--- src/rtl/fetch_unit_pkg.sv ---
// fetch_unit_pkg
// Shared definitions for the fetch/sequencing stage: the fetch state
// encoding, the halt opcode and the default widths used by fetch_unit
// and its branch-target table.
// Ports: none (package).

package fetch_unit_pkg;

    // Default widths; the modules expose these as overridable parameters.
    localparam int PC_W_DEF      = 10;
    localparam int LUT_IDX_W_DEF = 5;
    localparam int CNT_W_DEF     = 16;

    // Opcode the decoder recognises as halt (drives Ack upstream of us).
    localparam logic [2:0] OP_HALT = 3'b111;

    typedef enum logic [1:0] {
        IDLE  = 2'd0,
        ARMED = 2'd1,
        RUN   = 2'd2,
        DONE  = 2'd3
    } fetch_state_t;

endpackage

--- src/rtl/fetch_unit_branch_lut.sv ---
// branch_lut
// Branch-target table: 2^IDX_W entries of DATA_W-bit absolute targets.
// Cleared asynchronously by Reset, written synchronously, read
// combinationally so a branch can redirect the PC in the same cycle.
// Ports:
//   Clk, Reset  clock and asynchronous active-low clear
//   we          write enable
//   waddr       write index
//   wdata       write data (absolute target)
//   raddr       read index
//   rdata       combinational read data

module branch_lut
    import fetch_unit_pkg::*;
#(
    parameter int IDX_W  = LUT_IDX_W_DEF,
    parameter int DATA_W = PC_W_DEF
) (
    input  logic              Clk,
    input  logic              Reset,
    input  logic              we,
    input  logic [IDX_W-1:0]  waddr,
    input  logic [DATA_W-1:0] wdata,
    input  logic [IDX_W-1:0]  raddr,
    output logic [DATA_W-1:0] rdata
);

    localparam int DEPTH = 2 ** IDX_W;

    logic [DATA_W-1:0] entries [DEPTH];

    // A write and a read of the same entry in one cycle returns the old
    // value: the new data only lands at the edge.
    always_ff @(posedge Clk or negedge Reset) begin
        if (!Reset) begin
            for (int i = 0; i < DEPTH; i++) begin
                entries[i] <= '0;
            end
        end else if (we) begin
            entries[waddr] <= wdata;
        end
    end

    assign rdata = entries[raddr];

endmodule

--- src/rtl/fetch_unit.sv ---
// fetch_unit
// Program counter and fetch sequencer feeding the control decoder.
// Handles the Start/Done handshake, steps or branches the PC each RUN
// cycle and counts executed RUN cycles (saturating).
// Ports:
//   Clk, Reset          clock and asynchronous active-low reset
//   Start               high arms, falling edge launches execution
//   Instruction         current machine word; low bits index the LUT
//   BranchEn, Taken     conditional branch present / condition true
//   Ack                 halt instruction present
//   LutWe, LutAddr,     branch-target table write port
//   LutData
//   ProgCtr             instruction ROM address
//   Running, Done       status flags for RUN and DONE
//   CycleCount          RUN cycles executed this program

module fetch_unit
    import fetch_unit_pkg::*;
#(
    parameter int PC_W      = PC_W_DEF,
    parameter int LUT_IDX_W = LUT_IDX_W_DEF,
    parameter int CNT_W     = CNT_W_DEF
) (
    input  logic                 Clk,
    input  logic                 Reset,
    input  logic                 Start,
    input  logic [8:0]           Instruction,
    input  logic                 BranchEn,
    input  logic                 Taken,
    input  logic                 Ack,
    input  logic                 LutWe,
    input  logic [LUT_IDX_W-1:0] LutAddr,
    input  logic [PC_W-1:0]      LutData,
    output logic [PC_W-1:0]      ProgCtr,
    output logic                 Running,
    output logic                 Done,
    output logic [CNT_W-1:0]     CycleCount
);

    fetch_state_t     state, nextState;
    logic [PC_W-1:0]  nextPc;
    logic [CNT_W-1:0] nextCnt;
    logic             nextRunning, nextDone;
    logic [PC_W-1:0]  lutTarget;

    // Only the low bits select a LUT entry; the opcode bits are decoded
    // elsewhere.
    logic unusedInstrBits;
    assign unusedInstrBits = ^Instruction[8:LUT_IDX_W];

    branch_lut #(
        .IDX_W  (LUT_IDX_W),
        .DATA_W (PC_W)
    ) u_lut (
        .Clk   (Clk),
        .Reset (Reset),
        .we    (LutWe),
        .waddr (LutAddr),
        .wdata (LutData),
        .raddr (Instruction[LUT_IDX_W-1:0]),
        .rdata (lutTarget)
    );

    // State register; the PC, counter and status flags are registered
    // alongside it so every output comes straight from a flop.
    always_ff @(posedge Clk or negedge Reset) begin
        if (!Reset) begin
            state      <= IDLE;
            ProgCtr    <= '0;
            CycleCount <= '0;
            Running    <= 1'b0;
            Done       <= 1'b0;
        end else begin
            state      <= nextState;
            ProgCtr    <= nextPc;
            CycleCount <= nextCnt;
            Running    <= nextRunning;
            Done       <= nextDone;
        end
    end

    // Next-state: Start always wins in RUN (restart), then halt.
    always_comb begin
        nextState = state;
        unique case (state)
            IDLE:    if (Start) nextState = ARMED;
            ARMED:   if (!Start) nextState = RUN;
            RUN: begin
                if (Start)    nextState = ARMED;
                else if (Ack) nextState = DONE;
            end
            DONE:    if (Start) nextState = ARMED;
            default: nextState = IDLE;
        endcase
    end

    // Output/datapath: next PC, cycle count and flags. Entering ARMED
    // from any state zeroes the PC and the counter so a restart begins
    // at address 0 with a fresh count.
    always_comb begin
        nextPc  = ProgCtr;
        nextCnt = CycleCount;
        unique case (state)
            IDLE, ARMED: nextPc = '0;
            RUN: begin
                if (CycleCount != {CNT_W{1'b1}}) begin
                    nextCnt = CycleCount + CNT_W'(1);
                end
                // The halt edge keeps the PC pointing at the halt word.
                if (!Start && !Ack) begin
                    if (BranchEn && Taken) begin
                        nextPc = lutTarget;
                    end else begin
                        nextPc = ProgCtr + PC_W'(1);
                    end
                end
            end
            DONE: ;
            default: nextPc = '0;
        endcase
        if (nextState == ARMED) begin
            nextPc  = '0;
            nextCnt = '0;
        end
        nextRunning = (nextState == RUN);
        nextDone    = (nextState == DONE);
    end

endmodule

--- config.mk ---
export PLATFORM = sky130hd
export DESIGN_NAME = fetch_unit
export DESIGN_NICKNAME = d
export VERILOG_FILES = /design/src/rtl/fetch_unit_pkg.sv /design/src/rtl/fetch_unit_branch_lut.sv /design/src/rtl/fetch_unit.sv
export SDC_FILE = /design/constraint.sdc
export NUM_CORES = 1
export LEC_CHECK = 0
export CAP_MARGIN = 15
export CORE_MARGIN = 2
export CORE_UTILIZATION = 52
export DETAILED_ROUTE_END_ITERATION = 6
export GPL_ROUTABILITY_DRIVEN = 1
export PLACE_DENSITY = 0.67
export SYNTH_ARGS = -nofsm -noshare
export SYNTH_HDL_FRONTEND = slang
export SYNTH_HIERARCHICAL = 1
export SYNTH_SLANG_ARGS = --single-unit
--- constraint.sdc ---
create_clock -name Clk -period 4.8 [get_ports Clk]
set_clock_uncertainty 0.05 [all_clocks]
set_input_delay 1.44 -clock Clk [delete_from_list [all_inputs] [get_ports Clk]]
set_output_delay 1.44 -clock Clk [all_outputs]
set_load 0.05 [all_outputs]
==> flow_summary.yaml <==
setup_path:
  cp_max_fo: 12
  critPathLaunchType: "primary input"
  worstPathArrival_ns: 4.21
  required_ns: 5.15
  cp-end-kind: "flip-flop"
  criticalPathCategory: "primary input to flip-flop"
route:
  drt_wl_total_mm: 39.9
  vias: 10700
  postRouteAntennaNets: 0
  detail_route.wl_per_cell_um: 22.1
  drt_iter0_drc: 735
  via_per_inst: 5.94
  drtPass1Iterations: 5
  drc: 0
layout:
  multi_input_area_sq_mm: 0.00787
  syn2layout_area_growth_pct: 13.7
  final_util: 0.599
  layout-drive-gt1-share: 0.346
  layout_common_cells: "dfrtp_1, mux2_2, mux2i_1, clkdlybuf4s50_1, clkbuf_16"
  final_common_cell: "dfrtp_1"
  layout.cells.non_filler: 1806
  fillCellCount: 2582
  nets: 1371
  register_area_sq_mm: 0.00876
logic_synthesis:
  yosys_warnings: 6
  netlist_area_sq_mm: 0.0171
  syn_avg_cell_area_sq_um: 13.2
  yosysSeqAreaShare: 0.513
  ys.flop_type: "dfrtp_1"
  synth_edf_count: 0
  synth_cells: 1290
  syn_nets: 1326
  synthArstFlopShare: 1.00
  ys_types: 68
  ys_ff_latch: 350
clocking:
  post_cts_buffers: 0
  cts_resized: 0
  clk_latency_ns: 0.52
  postCtsHoldBufs: 0
  path_clk_slew_ns: 0.06
  cts_buffers: 38
  clk_path_buf_depth: 3
  cts_sinks: 350
  cts_tree: "done"
  htreeDepth: 2
  cts_root_buf: "clkbuf_16"
hold_path:
  hold_class: "flip-flop to flip-flop"
timing:
  worst_slew_pin_slew_ns: 0.918
  fmax_ghz: 0.259
  max-slew-margin-rel: 0.388
  drv_slew: 0
  grt_setup_unrepaired: "no"
  finalSetupViolCount: 0
  fin_tns_setup_ns: 0
  finalCritPeriodShare: 0.803
  hold_viol_final: 0
  min_period_ns: 3.86
floorplan:
  die_w_um: 185
  core-area_sq_mm: 0.0325
  pin_count: 59
  std_cell_rows: 66
  fp.dieH_um: 185
  die_area_sq_mm: 0.0343
  start_util: 0.526
grt:
  grt_usage: 0.242
  grt_pass1_wl_mm: 63.9
  first_global_vias: 11000
  grt-ovfl-total: 0
  antenna_found_initial: 0
  grt_max_degree: 114
run_status:
  status: "complete, no violations"
placement:
  placedCellCount: 1737
  routabilityCongestion: 0.801
  hpwl_mm: 25.2
  numPortBuffers: 54
power_and_ir_drop:
  vdd_drop_max_v: 0.000353
  powerDensity_mw_per_mm2: 434
  p_leak_nw: 9.08
flow_run:
  cap_viol_max_count: 0
area by class of cell:
class / count / share of cell area
clock inverter: 6 / 0.00560
multi-input combinational: 840 / 0.405
sequential: 350 / 0.451
timing repair buffer: 92 / 0.0459
antenna: 1 / 0.000129
clock buffer: 62 / 0.0615
tap: 442 / 0.0285
inverter: 13 / 0.00251
kinds of logic (layout without fill, tap and decap cells):
group                      count (synthesis)  in the layout  synth area share
and+or+nand+nor                          185            185            0.0752
DFF                                      350            350             0.513
other                                      0              1                 0
adders and majority gates                  5              5           0.00366
muxes                                    486            486             0.310
buffers and inverters                    100            173            0.0279
AOI/OAI and AO/OA                        164            164            0.0698
cell usage after synthesis (3+ instances only):
cell type / instances / area [sq um]
nand2_2: 16 / 100
o21ai_0: 10 / 50.1
nand2_1: 29 / 109
nor2_1: 12 / 45.0
inv_1: 13 / 48.8
mux2i_1: 166 / 1660
o31ai_1: 12 / 90.1
nor3_1: 14 / 70.1
mux2_1: 6 / 67.6
nor2_8: 8 / 160
nand3_1: 30 / 150
o211ai_1: 3 / 22.5
ha_1: 5 / 62.6
nand2b_1: 4 / 25.0
and4_1: 4 / 35.0
and2_1: 6 / 37.5
a22o_1: 26 / 228
dfrtp_1: 350 / 8760
clkbuf_1: 46 / 173
a22oi_1: 40 / 300
nor3_2: 3 / 30.0
a21oi_1: 33 / 165
buf_4: 17 / 128
a31oi_1: 12 / 75.1
mux2_2: 304 / 3420
nor2b_1: 3 / 18.8
buf_2: 18 / 90.1
nor3b_4: 3 / 56.3
mux2_4: 10 / 150
nor2_2: 8 / 50.1
buf_1: 4 / 15.0
and3_1: 7 / 43.8
a32o_1: 7 / 70.1
or3_1: 4 / 25.0
nand3b_4: 3 / 60.1
nand4_1: 11 / 68.8
registers in the layout, summed over array words and instances, names as in the netlist:
signal	flops
u_lut/entries	320
ProgCtr	10
Running	1
state	2
CycleCount	16
Done	1
stage by stage:
stage / area (sq um) / power, mW / setup WS (ns) / hold slack, ns
after CTS: 19400 / 8.50 / 1.02 / 0.442
after global placement: 18100 / 5.39 / 0.471 / 0.417
after floorplan: 17100 / 4.98 / 1.75 / 0.407
final: 19400 / 8.43 / 0.944 / 0.438
after global routing: 19400 / 8.85 / 0.935 / 0.461
after detailed placement: 18100 / 5.47 / 0.488 / 0.424
layer usage:
layer	global-route usage	part of all wire	vias up
met5	0	0	-
met4	0.0587	0.020	0
met3	0.0267	0.028	48
met2	0.385	0.47	163
met1	0.358	0.48	5646
li1	-	-	4876
final timing paths:
| kind | start | endpoint | slack, ns | depth (start not counted) |
|---|---|---|---|---|
| worst min register to register | u_lut/entries[181]$_DFFE_PN0P_ | u_lut/entries[181]$_DFFE_PN0P_ | 0.44 | 1 |
| worst min-delay path | u_lut/entries[181]$_DFFE_PN0P_ | u_lut/entries[181]$_DFFE_PN0P_ | 0.44 | 1 |
| worst max register to register | state[0]$_DFF_PN0_ | ProgCtr[1]$_DFFE_PN0P_ | 2.13 | 7 |
| max in group asynchronous | Reset | u_lut/entries[46]$_DFFE_PN0P_ | 2.75 | 2 |
| worst max-delay path | Instruction[2] | ProgCtr[8]$_DFFE_PN0P_ | 0.94 | 8 |
| min in group asynchronous | Reset | u_lut/entries[275]$_DFFE_PN0P_ | 0.93 | 1 |
power by group:
group,leakage (nW),switching (mW),internal (mW)
logic,3.93,0.845,0.792
clock network,0.638,1.15,1.86
registers,4.51,0.277,3.50
total,9.08,2.27,6.15
worst max-delay path, stage by stage:
cell and delay (ns):
clkdlybuf4s50_1 0.61, and2_1 0.61, buf_4 0.32, a21oi_1 0.09
a31oi_1 0.49, nand3_1 0.19, a22o_1 0.25, a32o_1 0.20
No activity file was read; power rests on OpenSTA's default activity.
